### config.mk
export PLATFORM = sky130hd
export DESIGN_NAME = sha3_sponge_ctrl
export DESIGN_NICKNAME = d
export VERILOG_FILES = /design/src/rtl/sha3_sponge_ctrl.sv
export SDC_FILE = /design/constraint.sdc
export NUM_CORES = 2
export LEC_CHECK = 0
export CORE_AREA = 2 2 662 664
export CTS_BUF_LIST = sky130_fd_sc_hd__clkbuf_4 sky130_fd_sc_hd__clkbuf_8
export CTS_CLUSTER_SIZE = 24
export DETAILED_ROUTE_END_ITERATION = 10
export DIE_AREA = 0 0 664 666
export SYNTH_ARGS = -nofsm -noshare
export SYNTH_HDL_FRONTEND = slang
export SYNTH_SLANG_ARGS = --single-unit
### constraint.sdc
create_clock -name clk -period 6.52 [get_ports clk]
set_input_delay 0.978 -clock clk [delete_from_list [all_inputs] [get_ports clk]]
set_output_delay 0.978 -clock clk [all_outputs]
set_load 0.02 [all_outputs]
### src/rtl/sha3_sponge_ctrl.sv
`default_nettype none
// ============================================================================
// Module  : sha3_sponge_ctrl
// Brief   : SHA3-512 sponge sequencer. Packs RAM words into rate blocks,
//           applies pad10*1, drives the Keccak-f core and latches the digest.
// Revision: 1.0
// ============================================================================
module sha3_sponge_ctrl #(
  parameter int DIGIT  = 64,
  parameter int RATE   = 576,
  parameter int AW     = 10,
  parameter int DOUT_W = 512
) (
  input  logic              clk,
  input  logic              rst_b,
  input  logic              start,
  input  logic [AW-1:0]     msg_words,
  output logic              mem_rd_en,
  output logic [AW-1:0]     mem_addr,
  input  logic [DIGIT-1:0]  mem_rdata,
  output logic              blk_valid,
  output logic              blk_first,
  output logic [RATE-1:0]   blk_data,
  input  logic              blk_ready,
  input  logic              perm_done,
  input  logic [DOUT_W-1:0] state_out,
  output logic              busy,
  output logic              done,
  output logic [DOUT_W-1:0] dout
);

  localparam int c_WORDS = RATE / DIGIT;
  localparam int c_SW    = $clog2(c_WORDS + 1);
  localparam int c_GW    = AW + 1;
  localparam logic [DIGIT-1:0] c_PAD_HEAD = DIGIT'(8'h06);
  localparam logic [DIGIT-1:0] c_PAD_TAIL = {1'b1, {(DIGIT-1){1'b0}}};

  typedef enum logic [2:0] {
    S_IDLE  = 3'd0,
    S_FILL  = 3'd1,
    S_OFFER = 3'd2,
    S_PERM  = 3'd3,
    S_DONE  = 3'd4
  } state_t;

  state_t           r_state;
  logic [AW-1:0]    r_msg;
  logic [c_GW-1:0]  r_base;      // global word index of slot 0 of the current block
  logic [c_SW-1:0]  r_slot;      // next slot to issue (read or pad)
  logic [c_SW-1:0]  r_rd_slot;
  logic             r_cap;
  logic [c_SW-1:0]  r_cap_slot;

  logic             w_issue;
  logic [c_SW-1:0]  w_slot;
  logic [c_GW-1:0]  w_base;
  logic [AW-1:0]    w_len;
  logic [c_GW-1:0]  w_gidx;
  logic             w_read;
  logic [DIGIT-1:0] w_pad;
  logic [c_GW-1:0]  w_next_base;
  logic             w_more;

  assign w_next_base = r_base + c_GW'(c_WORDS);
  assign w_more      = (w_next_base <= {1'b0, r_msg});

  // Slot 0 of each block is issued on the edge that enters FILL, so a full
  // block (9 issues + 2-cycle RAM pipeline) stays within 10 FILL cycles.
  always_comb begin
    w_issue = 1'b0;
    w_slot  = '0;
    w_base  = r_base;
    w_len   = r_msg;
    case (r_state)
      S_IDLE: begin
        w_issue = start;
        w_base  = '0;
        w_len   = msg_words;
      end
      S_FILL: begin
        w_issue = (r_slot != c_SW'(c_WORDS));
        w_slot  = r_slot;
      end
      S_PERM: begin
        w_issue = perm_done && w_more;
        w_base  = w_next_base;
      end
      default: ;
    endcase
  end

  assign w_gidx = w_base + c_GW'(w_slot);
  assign w_read = (w_gidx < {1'b0, w_len});

  always_comb begin
    w_pad = '0;
    if (w_gidx == {1'b0, w_len})
      w_pad = c_PAD_HEAD;
    if (w_slot == c_SW'(c_WORDS - 1))
      w_pad = w_pad | c_PAD_TAIL;
  end

  always_ff @(posedge clk or negedge rst_b) begin
    if (!rst_b) begin
      r_state    <= S_IDLE;
      r_msg      <= '0;
      r_base     <= '0;
      r_slot     <= '0;
      r_rd_slot  <= '0;
      r_cap      <= 1'b0;
      r_cap_slot <= '0;
      mem_rd_en  <= 1'b0;
      mem_addr   <= '0;
      blk_valid  <= 1'b0;
      blk_first  <= 1'b0;
      blk_data   <= '0;
      busy       <= 1'b0;
      done       <= 1'b0;
      dout       <= '0;
    end else begin
      mem_rd_en  <= 1'b0;
      done       <= 1'b0;
      r_cap      <= mem_rd_en;
      r_cap_slot <= r_rd_slot;

      for (int k = 0; k < c_WORDS; k++) begin
        if (r_cap && (r_cap_slot == c_SW'(k)))
          blk_data[k*DIGIT +: DIGIT] <= mem_rdata;
        if (w_issue && !w_read && (w_slot == c_SW'(k)))
          blk_data[k*DIGIT +: DIGIT] <= w_pad;
      end

      if (w_issue) begin
        r_slot <= w_slot + c_SW'(1);
        if (w_read) begin
          mem_rd_en <= 1'b1;
          mem_addr  <= w_gidx[AW-1:0];
          r_rd_slot <= w_slot;
        end
      end

      case (r_state)
        S_IDLE: begin
          if (start) begin
            r_state <= S_FILL;
            r_msg   <= msg_words;
            r_base  <= '0;
            busy    <= 1'b1;
          end
        end
        S_FILL: begin
          // The last outstanding read, if any, lands in blk_data on this edge.
          if ((r_slot == c_SW'(c_WORDS)) && !mem_rd_en) begin
            r_state   <= S_OFFER;
            blk_valid <= 1'b1;
            blk_first <= (r_base == '0);
          end
        end
        S_OFFER: begin
          if (blk_ready) begin
            r_state   <= S_PERM;
            blk_valid <= 1'b0;
            blk_first <= 1'b0;
          end
        end
        S_PERM: begin
          if (perm_done) begin
            if (w_more) begin
              r_state <= S_FILL;
              r_base  <= w_next_base;
            end else begin
              r_state <= S_DONE;
              done    <= 1'b1;
              busy    <= 1'b0;
              dout    <= state_out;
            end
          end
        end
        S_DONE:  r_state <= S_IDLE;
        default: r_state <= S_IDLE;
      endcase
    end
  end

endmodule
`default_nettype wire
[Yosys cells after proc, flatten, opt, wreduce, memory -nomap -nowiden]
Cells that the tools add are included.
W data, S select, Z words.
Cells by class
  add/subtract/negate cells: 3
  multiply operators: 0
  div/mod/pow operators: 0
  magnitude comparators: 2
  equal/unequal tests: 28
  shift operators: 0
  multiplexer cells: 48
  bitwise operators: 1
  reductions and logical operators: 45
Operators with widths (count)
  $mux W64: 19
  $pmux W11 S2: 2
  $mux W11: 3
  $eq A4 B3 Y1 const B: 8
  $reduce_bool A2 Y1: 11
  $logic_and A1 B1 Y1: 21
  $mux W3: 6
  $eq A4 B2 Y1 const B: 4
  $eq A4 B4 Y1 const B: 3
  $ne A2 B2 Y1 const B: 6
  $pmux W3 S4: 1
  $reduce_and A4 Y1: 3
  $add A11 B4 Y11: 1
  $add A11 B4 Y11 const B: 1
  $eq A11 B10 Y1: 1
  $le A11 B10 Y1: 1
  $logic_not A11 Y1: 1
  $lt A11 B10 Y1: 1
  $mux W1: 11
  $mux W10: 1
  $eq A4 B1 Y1 const B: 2
  $logic_not A4 Y1: 2
  $eq A3 B2 Y1 const B: 2
  $pmux W1 S2: 3
  other kinds (10): 13
Storage, ports and cells
  register bits after elaboration: 1140
  bits in latches: 0
  RAM bits: 0
  ROM bits: 0
  input bits: 591
  output and inout port bits: 1103
  logic and storage cells: 150
  memories kept: 0

[Depth between registers and ports, before layout]
  word-level depth: 8
  mapped depth: 24

[Worst setup path after synthesis]
No wires, ideal clock.
  kind: reg2reg
  start: register r_state[1]
  end: register mem_addr[0]
  arrival: 4623 ps
  slack: 1773 ps
  stages on the path, launching flop included: 22
  path buffers: 2
  clock period less this slack: 4747 ps
  path through: dfrtp_1 > buf_2 > nor3_1 > nor2_4 > nand2_1 > o21ai_0 > ha_1 > fa_1 > a21o_1 > a21o_1 > o2111ai_1 > a221o_1 > xor2_1 > ha_1 > and4_1 > nand2_1 > a21oi_1 > a211oi_1 > nand4b_1 > a21oi_2 > buf_2 > mux2_2
Between the ends
  word-level cells in the longest chain between the ends: 5
  elaborated cells between the ends (all ways): 10
  those cells by class: add/sub: 1; order compare: 1; eq/ne: 2; mux: 4; reduce/logical: 2
Ends and longest elaborated chain
  from (decl): RTL line 46  | state_t r_state;
  from (signal assigned): RTL line 105  | r_state <= S_IDLE;
  from (signal assigned): RTL line 145  | r_state <= S_FILL;
  from (signal assigned): RTL line 154  | r_state <= S_OFFER;
  $eq A3 B2 Y1, or another cell as far along: RTL line 74  | case (r_state)
  $pmux W11 S2 or $mux W4 (tied branches): RTL line 74
  $add A11 B4 Y11 *: RTL line 92  | assign w_gidx = w_base + c_GW'(w_slot);
  net w_gidx[8]: RTL line 58  | logic [c_GW-1:0] w_gidx;
  $lt A11 B10 Y1 *: RTL line 93  | assign w_read = (w_gidx < {1'b0, w_len});
  $reduce_and A2 Y1 (no line) *
  to (signal assigned): RTL line 137  | mem_addr <= w_gidx[AW-1:0];
  to (decl): RTL line 19  | output logic [AW-1:0] mem_addr,
The timed path passes the listed nets; every way through them passes the cells marked *.
A chain may end at the register's enable or synchronous reset.

[Worst setup path in the final report]
  start: register r_state[0]
  end: register blk_data[556]
Between the ends
  word-level cells in the longest chain between the ends: 8
  elaborated cells between the ends (all ways): 15
  those cells by class: add/sub: 1; order compare: 1; eq/ne: 3; mux: 5; reduce/logical: 5
Ends and longest elaborated chain
  $eq A3 B2 Y1, or another cell as far along: RTL line 74
  $pmux W11 S2 or $mux W4 (tied branches): RTL line 74
  $add A11 B4 Y11 *: RTL line 92
  net w_gidx[7]: RTL line 58
  $lt A11 B10 Y1 *: RTL line 93
  $logic_not A1 Y1 *: RTL line 129  | if (w_issue && !w_read && (w_slot == c_SW'(k)))
  $logic_and A1 B1 Y1 * (2 in a row): RTL line 129
  $mux W64 or $reduce_bool A2 Y1 (tied branches)
  to (signal, indexed assignment): RTL line 128  | blk_data[k*DIGIT +: DIGIT] <= mem_rdata;
  to (signal, indexed assignment): RTL line 130  | blk_data[k*DIGIT +: DIGIT] <= w_pad;
  to (decl): RTL line 23  | output logic [RATE-1:0] blk_data,
Marks and branches as above.

==> metrics.txt <==
# clock sinks=between 1k and 1.5k; MaxCap Viol Count=0; layout cell share with drive strength beyond 1=between 10% and 20%; worst endpoint required time=about 7400 ps; clock latency on the worst-skew pair=around 1100 ps; most frequent cells in the layout=1688 x clkdlybuf4s50_1, 1157 x nand2_1, 1140 x dfrtp_1; antenna violations before repair=between 300 and 400; CTS resizes=0; Hold Fails Final Rpt=0; Leak=between 30 and 40 nW; post-DP HPWL=roughly 300 mm; Post-synth EDFFs=0; Die W=about 660 um; largest net degree at the start of global routing=about 180; Worst Path Arrival=between 6000 and 7000 ps; synthesized area=roughly 45000 um2; post-place setup slack=between 900 and 1000 ps; vias in the first global route=38.9k; routability cong.=0.936; via count=~41k; cts bufs inserted=between 200 and 250; Unique masters post-synth=55; R2R Path Start=r_state[0]$_DFFE_PN0P_; crit end category=flop; H-tree levels=4; global route overflow=0; most common cell after layout, fill and taps aside=clkdlybuf4s50_1; worst setup path start=r_state[0]$_DFFE_PN0P_; drt via density=~3.4; total power divided by cell area=between 500 and 600 nW/um2; first-pass GRT wire length=around 460 mm; Mean Syn Cell Area=roughly 11 um2; Total GRT Usage=~16%; Pre-antenna DRT Iters=6; R2R setup slack=730 ps; Ys Warns=0; Hold Path Class=reg -> reg; worst min-delay path startpoint=r_rd_slot[3]$_DFFE_PN0P_; Reg-to-Reg End=blk_data[556]$_DFFE_PN0P_; fmax=approximately 170 MHz; Slew Limit Fails=0; drt total wl=between 300 and 400 mm; final-layout fill cell count=between 40k and 50k; post-synthesis sequential area ratio=approximately 63%; initial core utilization=10.4%; Die Y=666 um; # setup viols final=0; Cells after Synth=approximately 4.0k; CP endpoint=blk_data[556]$_DFFE_PN0P_; Clock Skew=110 ps; Final #Nets=approximately 6.4k; clk root buf=clkbuf_8; Layout area overhead=64.0%; DRC=0; dominant synthesized flop cell=dfrtp_1; Post-Route Setup TNS=0 ps; Util after Layout=17.1%; WL/cell=31.2 um; IO Count=~1.7k; first-iteration detailed-routing DRC count=between 3k and 4k; ys async rst share=100%; buffers added on ports=1693; FP Rows=between 200 and 250; Register-to-Register Path Depth=21; Synth Register Bits=between 1k and 1.5k; Tcrit/Tclk final=approximately nine tenths; crit path max fanout=64; WS Path Type=reg -> reg; Antenna Nets Post-Route=0; relative slew slack=24.1%; RSZ-0062 raised after global routing=false; status=finished, final reports clean; Mapped Nets=between 4k and 5k; Worst setup SP type=flop; core area=between 400000 and 500000 um2; CTS tree=built; Clock transition at path regs=about 60 ps; Worst Tran Pin Value=1140 ps; die area=around 440000 um2; PnR worst setup slack=730 ps; minimum clock period=about 5800 ps; CTS Buffer Depth=4; worst vdd ir=between 200 and 250 uV
[where the power goes]
group | internal, W | total (W) | leakage, nW | switching (W)
Clock | 0.00473 | 0.00840 | 2.66 | 0.00367
Combinational | 0.00759 | 0.0181 | 13.2 | 0.0105
Sequential | 0.0101 | 0.0121 | 14.5 | 0.00192
Total | 0.0225 | 0.0385 | 30.4 | 0.0161
[sequential cells by signal (all words and copies together), names as in the netlist]
| signal | cells |
|---|---|
| blk_data | 576 |
| dout | 512 |
| r_base | 11 |
| mem_addr | 10 |
| r_msg | 10 |
| r_cap_slot | 4 |
| r_rd_slot | 4 |
| r_slot | 4 |
| r_state | 3 |
| blk_first | 1 |
| blk_valid | 1 |
| busy | 1 |
| done | 1 |
| mem_rd_en | 1 |
| r_cap | 1 |
[per-layer routing]
metal,wire length (um),global-route usage (%),vias to the layer above
li1,-,-,17000
met1,116000,15.1,20100
met2,189000,29.1,2459
met3,44700,8.30,913
met4,17100,5.95,108
met5,683,0.890,-
[how the worst min path moves through the flow]
stage	end	slack (ps)	cells past startpoint
after global placement	r_cap_slot[3]$_DFF_PN0_	360	0
after CTS	dout[51]$_DFFE_PN0P_	310	2
after floorplan	r_cap_slot[0]$_DFF_PN0_	350	0
after detailed placement	r_cap_slot[0]$_DFF_PN0_	370	0
after global routing	dout[399]$_DFFE_PN0P_	350	2
final	r_cap_slot[3]$_DFF_PN0_	390	0
[timing repair]
item,in CTS,in global routing
hold buffers,1,0
hold endpoints to repair,60,0
setup buffers,0,0
[final cells by class]
cell class	instances	area, um2	area share (%)
Antenna cell	106	265	0.356
Clock buffer	350	4400	5.90
Clock inverter	50	636	0.852
Inverter	19	71.3	0.0956
Multi-Input combinational cell	2553	15600	20.9
Sequential cell	1140	28500	38.2
Tap cell	5757	7200	9.66
Timing Repair Buffer	1793	17900	24.0
[metrics by stage]
stage / hold WS, ps / std cells / power [W] / instance area, um2
final: 389 / 11800 / 0.0385 / 74600
after global routing: 345 / 11700 / 0.0405 / 74500
after CTS: 307 / 11700 / 0.0392 / 74300
after detailed placement: 366 / 11300 / 0.0306 / 69300
after global placement: 365 / 11300 / 0.0304 / 69300
after floorplan: 350 / 4032 / 0.0195 / 45500
[cells in the mapped netlist, types with 2 or more instances]
master,instances,area share [%]
and3_1,11,0.15
clkbuf_1,166,1.4
a31o_2,2,0.039
or2_2,2,0.027
dfrtp_1,1140,63
nor4_1,5,0.069
nor2_2,2,0.027
o22ai_1,2,0.027
nand2b_1,3,0.041
mux2i_1,37,0.81
nand3b_1,7,0.12
and2_0,2,0.027
buf_2,61,0.67
buf_6,24,0.59
nand2_1,1159,9.6
a211oi_1,3,0.049
inv_1,19,0.16
a31oi_1,3,0.041
nor2b_1,7,0.096
nor3b_1,3,0.049
mux2_2,536,13
nor2_4,3,0.074
o21ai_0,29,0.32
and2_1,4,0.055
o21bai_1,2,0.033
nor3_1,4,0.044
nand4_1,3,0.041
nand4b_1,2,0.039
ha_1,30,0.82
a21o_1,11,0.18
o31ai_1,6,0.099
xnor2_1,8,0.15
nor3_4,5,0.18
a21oi_1,584,6.4
and3b_1,3,0.058
buf_1,69,0.57
nor2_1,30,0.25
o41ai_1,3,0.058
nand3_1,17,0.19
xor2_1,10,0.19
[cells by family after synthesis]
family | share of synthesized area (%)
adders and majority gates | 0.869
DFF | 62.7
and+or+nand+nor | 11.2
buffers and inverters | 3.36
AOI/OAI and AO/OA | 7.43
muxes | 14.1
xor gates and xnor gates | 0.346
[worst max-delay path, stage by stage (launching register included)]
cell      delay [ps]
dfrtp_1          550
and3b_1          500
nor2_4           140
nand2_1           90
o21ai_0          150
ha_1             320
a21o_1           150
a21oi_1          240
nor2b_1           70
o21ai_0          310
nand3b_1         200
xnor2_1          120
ha_1             350
a21o_1           190
a21o_1           170
a21o_1           170
a211oi_1         360
nand4b_1         270
nand2_4          340
nor3_4            90
buf_12           210
a21oi_1          330
Power figures use the tool's default switching activity.
